$ cat src/rtl/if_fetch_queue_if.sv
// ---------------------------------------------------------------------------
// if_fetch_queue_if
// Groups the buses around the fetch queue:
//   redirect / redirect_pc : flush request and its target from the back end
//   im_req / im_addr       : instruction-memory request (driven by fetch)
//   im_ack / im_data       : memory acceptance and returned instruction word
//   id_valid / id_ready    : decode-side valid/ready handshake
//   id_ins / id_pc / id_npc: head instruction, its PC and PC + 4
// master : the fetch stage
// slave  : the environment (memory, decode, redirect source)
// ---------------------------------------------------------------------------
interface if_fetch_queue_if #(
    parameter int XLEN = 32
);
    logic            redirect;
    logic [XLEN-1:0] redirect_pc;
    logic            im_req;
    logic [XLEN-1:0] im_addr;
    logic            im_ack;
    logic [31:0]     im_data;
    logic            id_valid;
    logic            id_ready;
    logic [31:0]     id_ins;
    logic [XLEN-1:0] id_pc;
    logic [XLEN-1:0] id_npc;

    modport master (
        input  redirect, redirect_pc, im_ack, im_data, id_ready,
        output im_req, im_addr, id_valid, id_ins, id_pc, id_npc
    );

    modport slave (
        output redirect, redirect_pc, im_ack, im_data, id_ready,
        input  im_req, im_addr, id_valid, id_ins, id_pc, id_npc
    );
endinterface

$ cat src/rtl/if_fetch_queue.sv
// ---------------------------------------------------------------------------
// if_fetch_queue
// Instruction-fetch stage with a QDEPTH-entry {pc, ins} queue. Requests are
// issued to a variable-latency instruction memory over a req/ack handshake
// (at most one outstanding) and decode drains the queue via valid/ready.
// A redirect flushes the queue and restarts fetch at the new target; a
// request already in flight when the redirect arrives is waited out and its
// data dropped.
// Ports:
//   clk  : clock, rising edge
//   rst  : synchronous active-high reset
//   bus  : if_fetch_queue_if.master (redirect, im_*, id_* signals)
// ---------------------------------------------------------------------------
module if_fetch_queue #(
    parameter int              XLEN     = 32,
    parameter logic [XLEN-1:0] RESET_PC = XLEN'(32'h80000000),
    parameter int              QDEPTH   = 4
) (
    input logic              clk,
    input logic              rst,
    if_fetch_queue_if.master bus
);
    localparam int PTR_W = $clog2(QDEPTH);
    localparam int CNT_W = PTR_W + 1;

    typedef enum logic [1:0] {
        IDLE,
        FETCH,
        HOLD,
        DISCARD
    } state_t;

    state_t            state;
    logic              im_req_q;
    logic [XLEN-1:0]   im_addr_q;
    logic [XLEN-1:0]   fetch_pc;
    logic [CNT_W-1:0]  count;
    logic [PTR_W-1:0]  rd_ptr;
    logic [PTR_W-1:0]  wr_ptr;

    logic [XLEN-1:0]   mem_pc  [QDEPTH];
    logic [31:0]       mem_ins [QDEPTH];

    logic              push;
    logic              pop;
    logic [CNT_W:0]    count_next;
    logic              slot_free;
    logic [XLEN-1:0]   redirect_target;
    logic [1:0]        unused_pc_bits;

    assign redirect_target = {bus.redirect_pc[XLEN-1:2], 2'b00};
    assign unused_pc_bits  = bus.redirect_pc[1:0];

    // Occupancy after this cycle's push/pop, one bit wider so it can never
    // alias; a new request is launched only if this leaves a free slot.
    assign push       = (state == FETCH) && bus.im_ack;
    assign pop        = (count != '0) && bus.id_ready;
    assign count_next = {1'b0, count} + {{CNT_W{1'b0}}, push}
                        - {{CNT_W{1'b0}}, pop};
    assign slot_free  = count_next < (CNT_W+1)'(QDEPTH);

    assign bus.im_req   = im_req_q;
    assign bus.im_addr  = im_addr_q;
    assign bus.id_valid = (count != '0);
    assign bus.id_ins   = mem_ins[rd_ptr];
    assign bus.id_pc    = mem_pc[rd_ptr];
    assign bus.id_npc   = mem_pc[rd_ptr] + XLEN'(4);

    // Queue storage carries no reset; entries are only visible through count.
    always_ff @(posedge clk) begin
        if (!rst && !bus.redirect && push) begin
            mem_pc[wr_ptr]  <= im_addr_q;
            mem_ins[wr_ptr] <= bus.im_data;
        end
    end

    always_ff @(posedge clk) begin
        if (rst) begin
            state     <= IDLE;
            im_req_q  <= 1'b0;
            im_addr_q <= RESET_PC;
            fetch_pc  <= RESET_PC;
            count     <= '0;
            rd_ptr    <= '0;
            wr_ptr    <= '0;
        end else if (bus.redirect) begin
            count    <= '0;
            rd_ptr   <= '0;
            wr_ptr   <= '0;
            fetch_pc <= redirect_target;
            case (state)
                FETCH: begin
                    // With ack the old request is complete and can be
                    // replaced right away; without it we must wait it out.
                    if (bus.im_ack) begin
                        im_req_q  <= 1'b1;
                        im_addr_q <= redirect_target;
                    end else begin
                        state <= DISCARD;
                    end
                end
                DISCARD: begin
                end
                default: begin
                    im_req_q  <= 1'b1;
                    im_addr_q <= redirect_target;
                    state     <= FETCH;
                end
            endcase
        end else begin
            if (push) begin
                wr_ptr <= wr_ptr + PTR_W'(1);
            end
            if (pop) begin
                rd_ptr <= rd_ptr + PTR_W'(1);
            end
            count <= count_next[CNT_W-1:0];

            case (state)
                IDLE: begin
                    im_req_q  <= 1'b1;
                    im_addr_q <= fetch_pc;
                    state     <= FETCH;
                end
                FETCH: begin
                    if (bus.im_ack) begin
                        if (slot_free) begin
                            im_addr_q <= im_addr_q + XLEN'(4);
                        end else begin
                            im_req_q <= 1'b0;
                            fetch_pc <= im_addr_q + XLEN'(4);
                            state    <= HOLD;
                        end
                    end
                end
                HOLD: begin
                    if (slot_free) begin
                        im_req_q  <= 1'b1;
                        im_addr_q <= fetch_pc;
                        state     <= FETCH;
                    end
                end
                DISCARD: begin
                    // Stale word from the flushed request is simply not pushed.
                    if (bus.im_ack) begin
                        im_req_q  <= 1'b1;
                        im_addr_q <= fetch_pc;
                        state     <= FETCH;
                    end
                end
                default: begin
                    state <= IDLE;
                end
            endcase
        end
    end
endmodule

$ cat src/flat_wrapper.sv
// flat-port wrapper written by rule: the top's interface ports become plain ports
module if_fetch_queue_flat 
#(
    parameter int              XLEN     = 32,
    parameter logic [XLEN-1:0] RESET_PC = XLEN'(32'h80000000),
    parameter int              QDEPTH   = 4
)
  (clk, rst, bus_redirect, bus_redirect_pc, bus_im_ack, bus_im_data, bus_id_ready, bus_im_req, bus_im_addr, bus_id_valid, bus_id_ins, bus_id_pc, bus_id_npc);
  if_fetch_queue_if #(.XLEN(XLEN)) bus_i ();
  input logic clk;
  input logic rst;
  input wire logic [$bits(bus_i.redirect)-1:0] bus_redirect;
  input wire logic [$bits(bus_i.redirect_pc)-1:0] bus_redirect_pc;
  input wire logic [$bits(bus_i.im_ack)-1:0] bus_im_ack;
  input wire logic [$bits(bus_i.im_data)-1:0] bus_im_data;
  input wire logic [$bits(bus_i.id_ready)-1:0] bus_id_ready;
  output wire logic [$bits(bus_i.im_req)-1:0] bus_im_req;
  output wire logic [$bits(bus_i.im_addr)-1:0] bus_im_addr;
  output wire logic [$bits(bus_i.id_valid)-1:0] bus_id_valid;
  output wire logic [$bits(bus_i.id_ins)-1:0] bus_id_ins;
  output wire logic [$bits(bus_i.id_pc)-1:0] bus_id_pc;
  output wire logic [$bits(bus_i.id_npc)-1:0] bus_id_npc;
  assign bus_i.redirect = bus_redirect;
  assign bus_i.redirect_pc = bus_redirect_pc;
  assign bus_i.im_ack = bus_im_ack;
  assign bus_i.im_data = bus_im_data;
  assign bus_i.id_ready = bus_id_ready;
  assign bus_im_req = bus_i.im_req;
  assign bus_im_addr = bus_i.im_addr;
  assign bus_id_valid = bus_i.id_valid;
  assign bus_id_ins = bus_i.id_ins;
  assign bus_id_pc = bus_i.id_pc;
  assign bus_id_npc = bus_i.id_npc;
  if_fetch_queue #(.XLEN(XLEN), .RESET_PC(RESET_PC), .QDEPTH(QDEPTH)) u_core (.clk(clk), .rst(rst), .bus(bus_i));
endmodule
$ cat config.mk
export PLATFORM = sky130hd
export DESIGN_NAME = if_fetch_queue_flat
export DESIGN_NICKNAME = d
export VERILOG_FILES = /design/src/rtl/if_fetch_queue_if.sv /design/src/rtl/if_fetch_queue.sv /design/src/flat_wrapper.sv
export SDC_FILE = /design/constraint.sdc
export NUM_CORES = 1
export LEC_CHECK = 0
export CELL_PAD_IN_SITES_DETAIL_PLACEMENT = 0
export CELL_PAD_IN_SITES_GLOBAL_PLACEMENT = 1
export CORE_ASPECT_RATIO = 1.4
export CORE_MARGIN = 3
export CORE_UTILIZATION = 45
export DETAILED_ROUTE_END_ITERATION = 10
export GPL_ROUTABILITY_DRIVEN = 0
export PLACE_DENSITY = 0.83
export SYNTH_ARGS = -nofsm -noshare
export SYNTH_HDL_FRONTEND = slang
export SYNTH_SLANG_ARGS = --single-unit
$ cat constraint.sdc
create_clock -name clk -period 4.5 [get_ports clk]
set_input_delay 0.9 -clock clk [delete_from_list [all_inputs] [get_ports clk]]
set_output_delay 0.9 -clock clk [all_outputs]
set_load 0.01 [all_outputs]
### Word-level counts from Yosys, hierarchy flattened

Memories as Yosys holds them, arrays and structs flattened. A register that Yosys moved wholly into a read port is not among the register bits.
Index checks and enable logic that the tools add are counted.

* flip-flop bits (word level): 74
* memory bits (writable): 256
* bits of input ports: 69
* output and inout bits: 130
* logic and storage cells: 79
* memories kept: 2

Memories
* u_core.mem_ins: depth 4, bits a word 32, rd ports 1, clocked after Yosys merged registers in 1, write ports 1, RTL line if_fetch_queue.sv:42 `logic [31:0] mem_ins [QDEPTH];`
* u_core.mem_pc: depth 4, bits a word 32, rd ports 1, clocked after Yosys merged registers in 1, write ports 1, RTL line if_fetch_queue.sv:41 `logic [XLEN-1:0] mem_pc [QDEPTH];`

* add/sub/neg operators: 6
* $lt $le $gt $ge: 1
* eq/ne operators: 12
* multiplexer cells: 33
* bitwise logic cells: 1
* reduce and logical (&&, ||, !) cells: 16

Operators with widths (number)
* $mux 32: 10
* $pmux 32 s4: 1
* $add 32x3->32 const B: 2
* $pmux 32 s2: 1
* $mux 2: 10
* $ne 3x3->1 const B: 3
* $ne 2x2->1 const B: 4
* $pmux 2 s4: 1
* $mux 1: 7
* $ne 3x2->1 const B: 2
* $reduce_and 3->1: 2
* $reduce_and 6->1: 1
* $reduce_and 5->1: 1
* $add 2x1->2 const B: 2
* $add 3x1->4: 1
* $eq 2x2->1 const B: 2
* $logic_and 1x1->1: 4
* $lt 4x3->1 const B: 1
* $pmux 1 s4: 1
* $pmux 2 s2: 1
* $reduce_and 4->1: 1
* $reduce_bool 2->1: 2
* $sub 4x1->4: 1
* $reduce_bool 3->1: 1
* other kinds (6): 7

### Logic depth before layout (Yosys ltp)

* word-level depth: 9
* depth in mapped cells: 16
* gate-level depth less buffers: 14

### Worst setup path before layout

No wires, ideal clock.

* kind: input to register
* start: input port rst
* end: memory u_core.mem_ins[0][0] (enable)
* setup time: 429 ps
* arrival time: 3144 ps
* data required time: 4071 ps
* path slack: 928 ps
* stages: 5
* path buffers: 1
* cell sequence: clkbuf_1 clkinv_1 nand2_1 nor3_1 and2_1

* longest elaborated chain between the ends: 5

RTL lines
* start: declaration: RTL line flat_wrapper.sv:11 `input logic rst;`
* $logic_not 1->1: RTL line if_fetch_queue.sv:71 `if (!rst && !bus.redirect && push) begin`
* $logic_and 1x1->1 (2 in a row): RTL line if_fetch_queue.sv:71
* $mux 1: RTL line if_fetch_queue.sv:71
* $mux 1 (implied by the code): RTL line if_fetch_queue.sv:73 `mem_ins[wr_ptr] <= bus.im_data;`
* end: declaration: RTL line if_fetch_queue.sv:42

No other way between the ends.

==> results <==
==> routing by layer <==
layer,part of all wire [%],routed length [um],vias up
met2,51,17800,333
met4,2.4,836,2
li1,-,-,4274
met5,0.035,12,-
met3,6.5,2240,53
met1,40,13900,4641
==> flip-flops by register name, indices dropped and copies added (netlist names), named ones only <==
| signal | cells |
|---|---|
| u_core.wr_ptr | 2 |
| u_core.state | 2 |
| u_core.rd_ptr | 2 |
| u_core.mem_ins | 128 |
| u_core.bus.im_addr | 32 |
| u_core.bus.im_req | 1 |
| u_core.count | 3 |
| u_core.mem_pc | 128 |
| u_core.fetch_pc | 32 |
==> layout by cell type, fill, tap and decap left out, drive strengths merged, types with 14 or more instances in the layout <==
master         count
a21oi             45
inv               18
xnor2             37
o21ai             31
edfxtp           256
buf               48
clkbuf            42
dfxtp             76
clkdlybuf4s50    194
xor2              23
nand4             15
and3              14
a222oi            14
nand3             24
mux4              64
nand2             81
nor2              87
nor3              20
==> synth_stat cells, types with 15 or more instances <==
library cell,instances
sky130_fd_sc_hd__a21oi_1,45
sky130_fd_sc_hd__buf_2,16
sky130_fd_sc_hd__clkbuf_1,36
sky130_fd_sc_hd__dfxtp_1,76
sky130_fd_sc_hd__edfxtp_1,256
sky130_fd_sc_hd__inv_1,18
sky130_fd_sc_hd__mux4_2,61
sky130_fd_sc_hd__nand2_1,81
sky130_fd_sc_hd__nand3_1,23
sky130_fd_sc_hd__nand4_1,15
sky130_fd_sc_hd__nor2_1,87
sky130_fd_sc_hd__nor3_1,17
sky130_fd_sc_hd__o21ai_0,31
sky130_fd_sc_hd__xnor2_1,37
sky130_fd_sc_hd__xor2_1,23
==> worst max-delay path, delay by kind of cell (launching register included) <==
| family | cells | cell delay [ns] |
|---|---|---|
| xor gates and xnor gates | 1 | 0.19 |
| adders and majority gates | 1 | 0.22 |
| buffers and inverters | 2 | 0.71 |
| DFF | 1 | 0.40 |
| muxes | 1 | 0.38 |
| and+or+nand+nor | 4 | 0.97 |
==> final cells by class <==
class	instances	area, sq um
Fill cell	2347	12900
Sequential cell	332	9220
Multi-Input combinational cell	581	4640
Timing Repair Buffer	243	2430
Clock buffer	41	853
Tap cell	390	488
Clock inverter	16	287
Inverter	19	71.3
==> worst paths after layout <==
path                              startpoint                          endpoint  slack [ns]
max                                 register                    bus_id_npc[20]        0.17
min          u_core.fetch_pc[1]$_SDFFE_PP0P_   u_core.fetch_pc[1]$_SDFFE_PP0P_        0.46
max reg2reg       u_core.count[2]$_SDFF_PP0_  u_core.fetch_pc[24]$_SDFFE_PP0P_        1.02
min reg2reg  u_core.fetch_pc[1]$_SDFFE_PP0P_   u_core.fetch_pc[1]$_SDFFE_PP0P_        0.46
==> metrics by stage <==
step / hold WS (ns) / utilization, %
2_1_floorplan: 0.437 / -
3_3_place_gp: 0.442 / 54.1
3_5_place_dp: 0.447 / 54.1
4_1_cts: 0.456 / 57.9
5_1_grt: 0.479 / 58.2
6_report: 0.458 / 58.2
==> report_power, final <==
group / internal [mW] / switching, mW
combinational: 0.363 / 0.364
clock: 1.79 / 1.08
sequential: 3.39 / 0.133
total: 5.54 / 1.58
==> timing repair <==
item,CTS,global route
cloned,0,1
gates resized for setup,3,1
setup buffers,0,8
endpoints found under the setup margin,5,9
==> logic make-up (layout without fill, tap and decap cells) <==
kind of cell / Yosys count / count (layout) / synth area share [%]
xor gates and xnor gates: 60 / 60 / 3.71
buffers and inverters: 77 / 319 / 2.54
muxes: 66 / 66 / 10.4
AOI/OAI and AO/OA: 153 / 153 / 7.36
and+or+nand+nor: 291 / 291 / 10.1
adders and majority gates: 11 / 11 / 1.02
DFF: 332 / 332 / 64.9
==> metrics.txt <==
# TYPE chip_impl_metric gauge
chip_impl_info{name="worst_hold_path_type",value="reg -> reg"} 1
chip_impl_metric{name="drc_errors",unit=""} 0
chip_impl_metric{name="via_count",unit=""} 9303
chip_impl_metric{name="worst_slew_pin_slew",unit="ns"} 1.08
chip_impl_metric{name="clkLatencyLatePin",unit="ns"} 0.55
chip_impl_metric{name="area.growth.synth_to_final",unit="%"} 26.9
chip_impl_metric{name="worstHoldPathCells",unit=""} 2
chip_impl_metric{name="placement.setup.worst_slack",unit="ns"} 0.241
chip_impl_metric{name="grt_util_met3",unit="%"} 3.40
chip_impl_metric{name="timing.final.crit_period",unit="ns"} 4.33
chip_impl_metric{name="r2r_cells",unit=""} 15
chip_impl_info{name="synthDominantAreaCellType",value="sky130_fd_sc_hd__edfxtp_1"} 1
chip_impl_metric{name="synth.net_count",unit=""} 1070
chip_impl_metric{name="cts_hold_buffers",unit=""} 0
chip_impl_metric{name="use_met1",unit="%"} 26.4
chip_impl_metric{name="synth_enable_flop_cells",unit=""} 256
chip_impl_metric{name="placeableCoreArea",unit="sq um"} 30900
chip_impl_metric{name="hold_viol",unit=""} 0
chip_impl_metric{name="final_cell_area",unit="sq um"} 18000
chip_impl_metric{name="grt-ovfl-total",unit=""} 0
chip_impl_metric{name="timing.final.ws_setup",unit="ns"} 0.173
chip_impl_metric{name="first_iter_violations",unit=""} 666
chip_impl_metric{name="layout-drive-gt1-share",unit="%"} 14.7
chip_impl_metric{name="clock_slew_at_reported_path_ffs",unit="ns"} 0.07
chip_impl_metric{name="grt_util_all_layers",unit="%"} 20.3
chip_impl_metric{name="route.final.wire_length",unit="um"} 34800
chip_impl_metric{name="ctsHtreeMaxLevel",unit=""} 1
chip_impl_metric{name="final_cells",unit=""} 1622
chip_impl_metric{name="synth-async-reset-ratio",unit="%"} 0
chip_impl_metric{name="place.port_buffers",unit=""} 196
chip_impl_metric{name="synth_warnings",unit=""} 0
chip_impl_metric{name="std_cell_rows",unit=""} 76
chip_impl_info{name="slowest_stage",value="sky130_fd_sc_hd__clkdlybuf4s50_1"} 1
chip_impl_metric{name="place.detailed.hpwl",unit="um"} 23500
chip_impl_metric{name="netlist_instances",unit=""} 990
chip_impl_metric{name="met2_usage",unit="%"} 34.5
chip_impl_metric{name="critPathMaxFanout",unit=""} 11
chip_impl_info{name="path_cells",value="buf_4 -> mux4_2 -> ha_1 -> nand3_2 -> or2_4 -> nor3_4 -> nand3_1 -> xnor2_1 -> clkdlybuf4s50_1"} 1
chip_impl_metric{name="postRouteAntennaNets",unit=""} 0
chip_impl_metric{name="power",unit="mW"} 7.12
chip_impl_metric{name="final_min_period_over_clock_period",unit="%"} 96.1
chip_impl_metric{name="grt_max_degree",unit=""} 71
chip_impl_metric{name="fmaxAchievable",unit="MHz"} 231
chip_impl_metric{name="grt_first_pass_wirelength",unit="um"} 53700
chip_impl_metric{name="synth_top_area_share",unit="%"} 54.2
chip_impl_info{name="critPathLaunchType",value="register"} 1
chip_impl_metric{name="maxCapViolCount",unit=""} 0
chip_impl_metric{name="finClkSkew",unit="ns"} 0.00957
chip_impl_metric{name="grt_antenna_before_repair",unit=""} 1
chip_impl_info{name="tritoncts",value="done"} 1
chip_impl_info{name="cp-end-kind",value="output pin"} 1
chip_impl_metric{name="num-nets-final",unit=""} 1288
chip_impl_metric{name="avgViaCountPerCell",unit=""} 5.74
chip_impl_metric{name="initial_core_util",unit="%"} 45.9
chip_impl_metric{name="seq_area_frac_synth",unit="%"} 64.9
chip_impl_metric{name="dpl-instance-area",unit="sq um"} 16700
chip_impl_metric{name="ir_worst_vdd",unit="uV"} 240
chip_impl_info{name="run_status",value="finished clean"} 1
chip_impl_metric{name="top_level_ports",unit=""} 199
chip_impl_metric{name="max_slew_margin",unit="%"} 27.8
chip_impl_metric{name="critPathArrivalTime",unit="ns"} 3.43
chip_impl_metric{name="leakagePower",unit="nW"} 6.01
chip_impl_info{name="synth_top_flop_cell",value="sky130_fd_sc_hd__edfxtp_1"} 1
chip_impl_metric{name="route.detailed.wl_per_inst",unit="um"} 21.4
chip_impl_metric{name="count_of_antenna_diodes_in_the_layout",unit=""} 0
chip_impl_metric{name="synth_area",unit="sq um"} 14200
chip_impl_metric{name="crit_required",unit="ns"} 3.60
chip_impl_info{name="synth_area_leaders",value="sky130_fd_sc_hd__edfxtp_1 (54%), sky130_fd_sc_hd__dfxtp_1 (11%), sky130_fd_sc_hd__mux4_2 (9.7%)"} 1
chip_impl_metric{name="slowest_delay",unit="ns"} 0.56
chip_impl_metric{name="number_of_global_route_vias_before_repair",unit=""} 9524
chip_impl_info{name="grt_setup_unrepaired",value="no"} 1
chip_impl_metric{name="synth_area_per_cell",unit="sq um"} 14.3
chip_impl_metric{name="die_height",unit="um"} 216
chip_impl_metric{name="cts-root-to-sink-buffers",unit=""} 3
chip_impl_metric{name="setup_viol",unit=""} 0
chip_impl_metric{name="ys_seq_elements",unit=""} 332
chip_impl_metric{name="die-width",unit="um"} 156
chip_impl_metric{name="tns",unit="ns"} 0
chip_impl_info{name="busiest_layer",value="met2"} 1
chip_impl_info{name="cts_root_buffer",value="sky130_fd_sc_hd__clkbuf_16"} 1
chip_impl_metric{name="slew_violations",unit=""} 0
chip_impl_info{name="timing.setup.critical_path_class",value="reg -> out"} 1
chip_impl_metric{name="cellPowerDensity",unit="nW/um^2"} 396
chip_impl_metric{name="clock_sink_count",unit=""} 332
chip_impl_metric{name="numPlacedInstances",unit=""} 1556
chip_impl_metric{name="drt_first_pass_iters",unit=""} 6
chip_impl_metric{name="synth.distinct_cells",unit=""} 63
chip_impl_metric{name="cts_buffers",unit=""} 31
chip_impl_metric{name="die_area",unit="sq um"} 33700
No activity file was read; power rests on OpenSTA's default activity.
